`config.mk`:
```
export PLATFORM = sky130hd
export DESIGN_NAME = led_chaser_flat
export DESIGN_NICKNAME = d
export VERILOG_FILES = /design/src/rtl/led_chaser_if.sv /design/src/rtl/led_chaser.sv /design/src/flat_wrapper.sv
export SDC_FILE = /design/constraint.sdc
export NUM_CORES = 1
export LEC_CHECK = 0
export ABC_AREA = 0
export BUFFER_PORTS_ARGS = -buffer_cell sky130_fd_sc_hd__buf_2
export CAP_MARGIN = 15
export CORE_UTILIZATION = 30
export DETAILED_ROUTE_END_ITERATION = 6
export PLACE_DENSITY = 0.58
export SLEW_MARGIN = 10
export SYNTH_ARGS = -nofsm -noshare
export SYNTH_HDL_FRONTEND = slang
export SYNTH_SLANG_ARGS = --single-unit
```
`constraint.sdc`:
```
create_clock -name clock -period 1.4 [get_ports clock]
set_input_delay 0.14 -clock clock [delete_from_list [all_inputs] [get_ports clock]]
set_output_delay 0.14 -clock clock [all_outputs]
set_load 0.005 [all_outputs]
```
`src/rtl/led_chaser_if.sv`:
```
// Control/status bundle between the board-level controller and the LED chaser.
// The controller drives the mode and load strobes; the chaser returns pattern and status.
interface led_chaser_if #(
  parameter int unsigned N_LED = 8
);
  logic             enable;
  logic [1:0]       mode;
  logic             load;
  logic [N_LED-1:0] load_data;
  logic [N_LED-1:0] diode;
  logic             step;
  logic             dir;

  modport master (
    output enable, mode, load, load_data,
    input  diode, step, dir
  );

  modport slave (
    input  enable, mode, load, load_data,
    output diode, step, dir
  );
endinterface

```
`src/rtl/led_chaser.sv`:
```
// Prescaled LED pattern generator: rotate-left/right, bounce and hold, with a
// synchronous pattern load that overrides any coincident prescaler tick.
module led_chaser #(
  parameter int unsigned N_LED         = 8,
  parameter int unsigned DIV           = 4,
  parameter int unsigned RESET_PATTERN = 1
) (
  input  logic       clock,
  input  logic       reset_n,
  led_chaser_if.slave bus
);

  localparam int unsigned     CW      = (DIV > 1) ? $clog2(DIV) : 1;
  localparam logic [CW-1:0]   CNT_MAX = CW'(DIV - 1);
  localparam logic [N_LED-1:0] RST_PAT = N_LED'(RESET_PATTERN);

  typedef enum logic [1:0] {
    MODE_ROTL   = 2'b00,
    MODE_ROTR   = 2'b01,
    MODE_BOUNCE = 2'b10,
    MODE_HOLD   = 2'b11
  } mode_t;

  logic [CW-1:0]    r_cnt;
  logic [N_LED-1:0] r_diode;
  logic             r_dir;
  logic             r_step;
  logic             w_tick;
  mode_t            w_mode;

  function automatic logic [N_LED-1:0] rot_left(input logic [N_LED-1:0] v);
    return {v[N_LED-2:0], v[N_LED-1]};
  endfunction

  function automatic logic [N_LED-1:0] rot_right(input logic [N_LED-1:0] v);
    return {v[0], v[N_LED-1:1]};
  endfunction

  assign w_mode = mode_t'(bus.mode);
  assign w_tick = bus.enable && (r_cnt == CNT_MAX);

  always_ff @(posedge clock or negedge reset_n) begin
    if (!reset_n) begin
      r_cnt   <= '0;
      r_diode <= RST_PAT;
      r_dir   <= 1'b0;
      r_step  <= 1'b0;
    end else if (bus.load) begin
      // Load restarts the prescaler so the next shift is a full DIV clocks away.
      r_diode <= bus.load_data;
      r_cnt   <= '0;
      r_step  <= 1'b0;
    end else if (bus.enable) begin
      r_cnt  <= (r_cnt == CNT_MAX) ? '0 : r_cnt + CW'(1);
      r_step <= 1'b0;
      if (w_tick) begin
        case (w_mode)
          MODE_ROTL: begin
            r_diode <= rot_left(r_diode);
            r_dir   <= 1'b0;
            r_step  <= 1'b1;
          end
          MODE_ROTR: begin
            r_diode <= rot_right(r_diode);
            r_dir   <= 1'b1;
            r_step  <= 1'b1;
          end
          MODE_BOUNCE: begin
            // Zero-fill shifts: the end LED turns the direction around.
            r_step <= 1'b1;
            if (!r_dir && r_diode[N_LED-1]) begin
              r_dir   <= 1'b1;
              r_diode <= r_diode >> 1;
            end else if (r_dir && r_diode[0]) begin
              r_dir   <= 1'b0;
              r_diode <= r_diode << 1;
            end else if (r_dir) begin
              r_diode <= r_diode >> 1;
            end else begin
              r_diode <= r_diode << 1;
            end
          end
          default: r_step <= 1'b0;
        endcase
      end
    end else begin
      r_step <= 1'b0;
    end
  end

  assign bus.diode = r_diode;
  assign bus.step  = r_step;
  assign bus.dir   = r_dir;

endmodule

```
`src/flat_wrapper.sv`:
```
// flat-port wrapper written by rule: the top's interface ports become plain ports
module led_chaser_flat 
#(
  parameter int unsigned N_LED         = 8,
  parameter int unsigned DIV           = 4,
  parameter int unsigned RESET_PATTERN = 1
)
  (clock, reset_n, bus_enable, bus_mode, bus_load, bus_load_data, bus_diode, bus_step, bus_dir);
  led_chaser_if #(.N_LED(N_LED)) bus_i ();
  input  logic clock;
  input  logic reset_n;
  input wire logic [$bits(bus_i.enable)-1:0] bus_enable;
  input wire logic [$bits(bus_i.mode)-1:0] bus_mode;
  input wire logic [$bits(bus_i.load)-1:0] bus_load;
  input wire logic [$bits(bus_i.load_data)-1:0] bus_load_data;
  output wire logic [$bits(bus_i.diode)-1:0] bus_diode;
  output wire logic [$bits(bus_i.step)-1:0] bus_step;
  output wire logic [$bits(bus_i.dir)-1:0] bus_dir;
  assign bus_i.enable = bus_enable;
  assign bus_i.mode = bus_mode;
  assign bus_i.load = bus_load;
  assign bus_i.load_data = bus_load_data;
  assign bus_diode = bus_i.diode;
  assign bus_step = bus_i.step;
  assign bus_dir = bus_i.dir;
  led_chaser #(.N_LED(N_LED), .DIV(DIV), .RESET_PATTERN(RESET_PATTERN)) u_core (.clock(clock), .reset_n(reset_n), .bus(bus_i));
endmodule
```
==> results.yml <==
layout:
  insertedDiodeCount: 0
  design_area_mm2: 0.00129
  drive_gt1_frac: 0.368
  flow.area_growth_from_synthesis_pct: 37.6
  layout.cells.most_common_list: "buf_2, buf_4, a21oi_1, nor2_1, dfrtp_1"
  num-fill-cells: 270
  final_nets: 175
  commonest_non_fill_non_tap_cell_in_the_layout: "buf_2"
floorplan:
  fp.dieArea_mm2: 0.00334
  floorplan.io_pins: 24
  design.core.area_mm2: 0.00285
  die-height_um: 57.8
  die_w_um: 57.8
  std_cell_rows: 19
  initial_core_util: 0.328
power_and_ir_drop:
  leakagePower_nw: 0.577
  part_of_the_power_in_the_clock_network: 0.204
  max-vdd-ir-drop_uv: 368
  power_density_mw_per_mm2: 927
  p_total_mw: 1.19
  power_frac_comb: 0.400
  power.share.switching: 0.370
  switchingPower_mw: 0.441
  p_int_mw: 0.752
  power.sequential.fraction: 0.396
status:
  failed_checks: "design-rule violations"
  run_status: "finished with violations"
logic_synthesis:
  synth_top_cells_by_area: "dfrtp_1, a21oi_1, ha_1"
  synth_seq_area_share: 0.323
  synth_seq_cells: 12
  synthesis.area_um2: 935
  syn_area_per_cell_um2: 8.27
  synth_largest_type_area_fraction: 0.295
  synth.largest_area_cell: "dfrtp_1"
  yosys_warnings: 0
  ys_types: 32
  synthesis.instances: 113
  syn-num-nets: 132
global_routing:
  global_route.usage.total: 0.173
  global_route_wire_length_before_repair_um: 4440
  grt_start_max_net_pins: 25
  first_global_vias: 939
  antenna_violations_before_repair: 0
  gr-total-overflow: 0
detailed_routing:
  routed_wl_um: 2590
  dr_total_vias: 1007
  initialDrtViolationCount: 39
  remaining_drc_errors: 1
  avgRoutedWirePerCell_um: 13.9
  drt_pre_antenna_iters: 6
  vias_per_cell: 5.41
  antenna_left: 0
timing:
  final_period_minus_worst_setup_slack_ps: 1330
  timing.final.hold_violations: 0
  max_freq_mhz: 750
  timing.clock.skew_ps: 6.68
  report.final.slew_viol_count: 0
  fin_crit_sh: 0.952
  max_slew.worst_pin.slew_ps: 470
  slew_headroom: 0.686
  rsz0062_at_grt: "yes"
  setup_violations: 0
worst_setup_path:
  r2r_start: "u_core.r_cnt[0]"
  worst-endpoint-required_ps: 1580
  critPathCaptureType: "flop"
  r2r.worst_path.cells: 6
  crit_path_class: "flop to flop"
  critical_path_peak_fanout: 4
  reg2reg_slack_ps: 70
  cp-start-kind: "flop"
  reg2reg_end: "u_core.bus.diode[6]"
  arrival_ps: 1510
clock_tree:
  clk_sinks: 12
  clock_latency_ps: 280
  cts-root-to-sink-buffers: 2
  tritoncts.num_buffers: 3
  tritoncts: "yes"
  clock_pin_slew_reported_for_the_worst_setup_and_hold_paths_after_clock_tree_synthesis_ps: 90
  clockRootBuffer: "clkbuf_4"
  clock_tree.htree_level_count: 1
place:
  port_buffers: 23
  dpl.hpwl_um: 1920
  gpl.final_weighted_congestion: 0.846
  post_place_cell_area_mm2: 0.00120
hold_path:
  holdPathStages: 3
  min_delay_worst_endpoint: "u_core.bus.diode[1]"
  timing.hold.worst.start: "bus_load_data[1]"
  holdCritPathClass: "primary input to flop"
job:
  timing.max_cap.violations: 0
per-stage QoR:
stage,cells,hold WS [ps],util,setup slack (ps),TNS (ps)
after CTS,185,66.0,0.436,32.6,0
after global routing,186,76.2,0.451,2.77,0
after global placement,180,43.0,0.420,-132,-625
after detailed placement,180,45.3,0.420,-169,-961
final,186,63.7,0.451,67.3,0
after floorplan,113,-156,-,98.1,0
cells in the mapped netlist, drive strengths merged:
cell type / n
a31oi: 5
a22o: 1
mux2i: 2
o21ai: 5
dfrtp: 11
clkbuf: 2
o211a: 1
buf: 4
a21bo: 1
nor3: 1
nor3b: 2
o2111ai: 1
a21boi: 1
dfstp: 1
o221ai: 1
o31ai: 2
nand2: 9
nand2b: 4
a221oi: 4
a211o: 1
o211ai: 1
o32a: 1
nor2: 13
nand3: 5
ha: 5
inv: 6
a211oi: 5
o2bb2ai: 1
a21oi: 17
cell type report:
type                            count  area, um^2  share of cell area
Timing Repair Buffer               44         275               0.214
Clock buffer                        4        26.3              0.0204
Sequential cell                    12         303               0.235
Inverter                            6        22.5              0.0175
Multi-Input combinational cell     89         621               0.482
Tap cell                           31        38.8              0.0302
how the worst max path moves through the flow:
stage / from / endpoint / slack (ps) / depth (start not counted)
floorplan: bus_mode[0] / u_core.bus.diode[2] / 100 / 6
global placement: bus_mode[0] / u_core.bus.diode[4] / -130 / 7
detailed placement: bus_mode[0] / u_core.bus.diode[4] / -170 / 7
CTS: u_core.r_cnt[0] / u_core.bus.diode[2] / 30 / 5
global route: u_core.r_cnt[0] / u_core.bus.diode[0] / 3 / 5
finish: u_core.r_cnt[0] / u_core.bus.diode[6] / 70 / 6
state kept, by name, summed over array words and instances, names as in the netlist:
| signal | count |
|---|---|
| u_core.bus.dir | 1 |
| u_core.r_cnt | 2 |
| u_core.bus.step | 1 |
| u_core.bus.diode | 8 |
cell families after synthesis:
| kind of cell | Yosys count | synth area share |
|---|---|---|
| muxes | 2 | 0.0214 |
| buffers and inverters | 12 | 0.0589 |
| and+or+nand+nor | 34 | 0.177 |
| DFF | 12 | 0.323 |
| adders and majority gates | 5 | 0.0669 |
| AOI/OAI and AO/OA | 48 | 0.353 |
power groups by stage:
| stage | registers, mW | logic [mW] | clock network [mW] |
|---|---|---|---|
| 2_1_floorplan | 0.464 | 0.225 | 0 |
| 3_3_place_gp | 0.466 | 0.453 | 0 |
| 3_5_place_dp | 0.471 | 0.454 | 0 |
| 4_1_cts | 0.465 | 0.462 | 0.249 |
| 5_1_grt | 0.485 | 0.537 | 0.266 |
| 6_report | 0.472 | 0.477 | 0.243 |
critical path, stage by stage, from the launching register on:
cell	delay [ps]
dfrtp_1	420
ha_4	190
o211a_4	160
buf_4	140
nor2_1	80
nor2_1	50
a22o_1	210
repair_timing:
action,CTS,global route
buffers inserted,0,1
hold buffers,1,0
resized for setup,2,6
endpoints found under the hold margin,11,0
endpoints found under the setup margin,1,7
routing by layer:
layer	global-route usage	vias up	wire, um
met5	0	-	0
met4	0.0612	0	40
met3	0.0156	4	96
met2	0.286	30	1250
met1	0.235	466	1190
li1	-	507	-
Note: power is estimated with default switching activity, not from simulation.
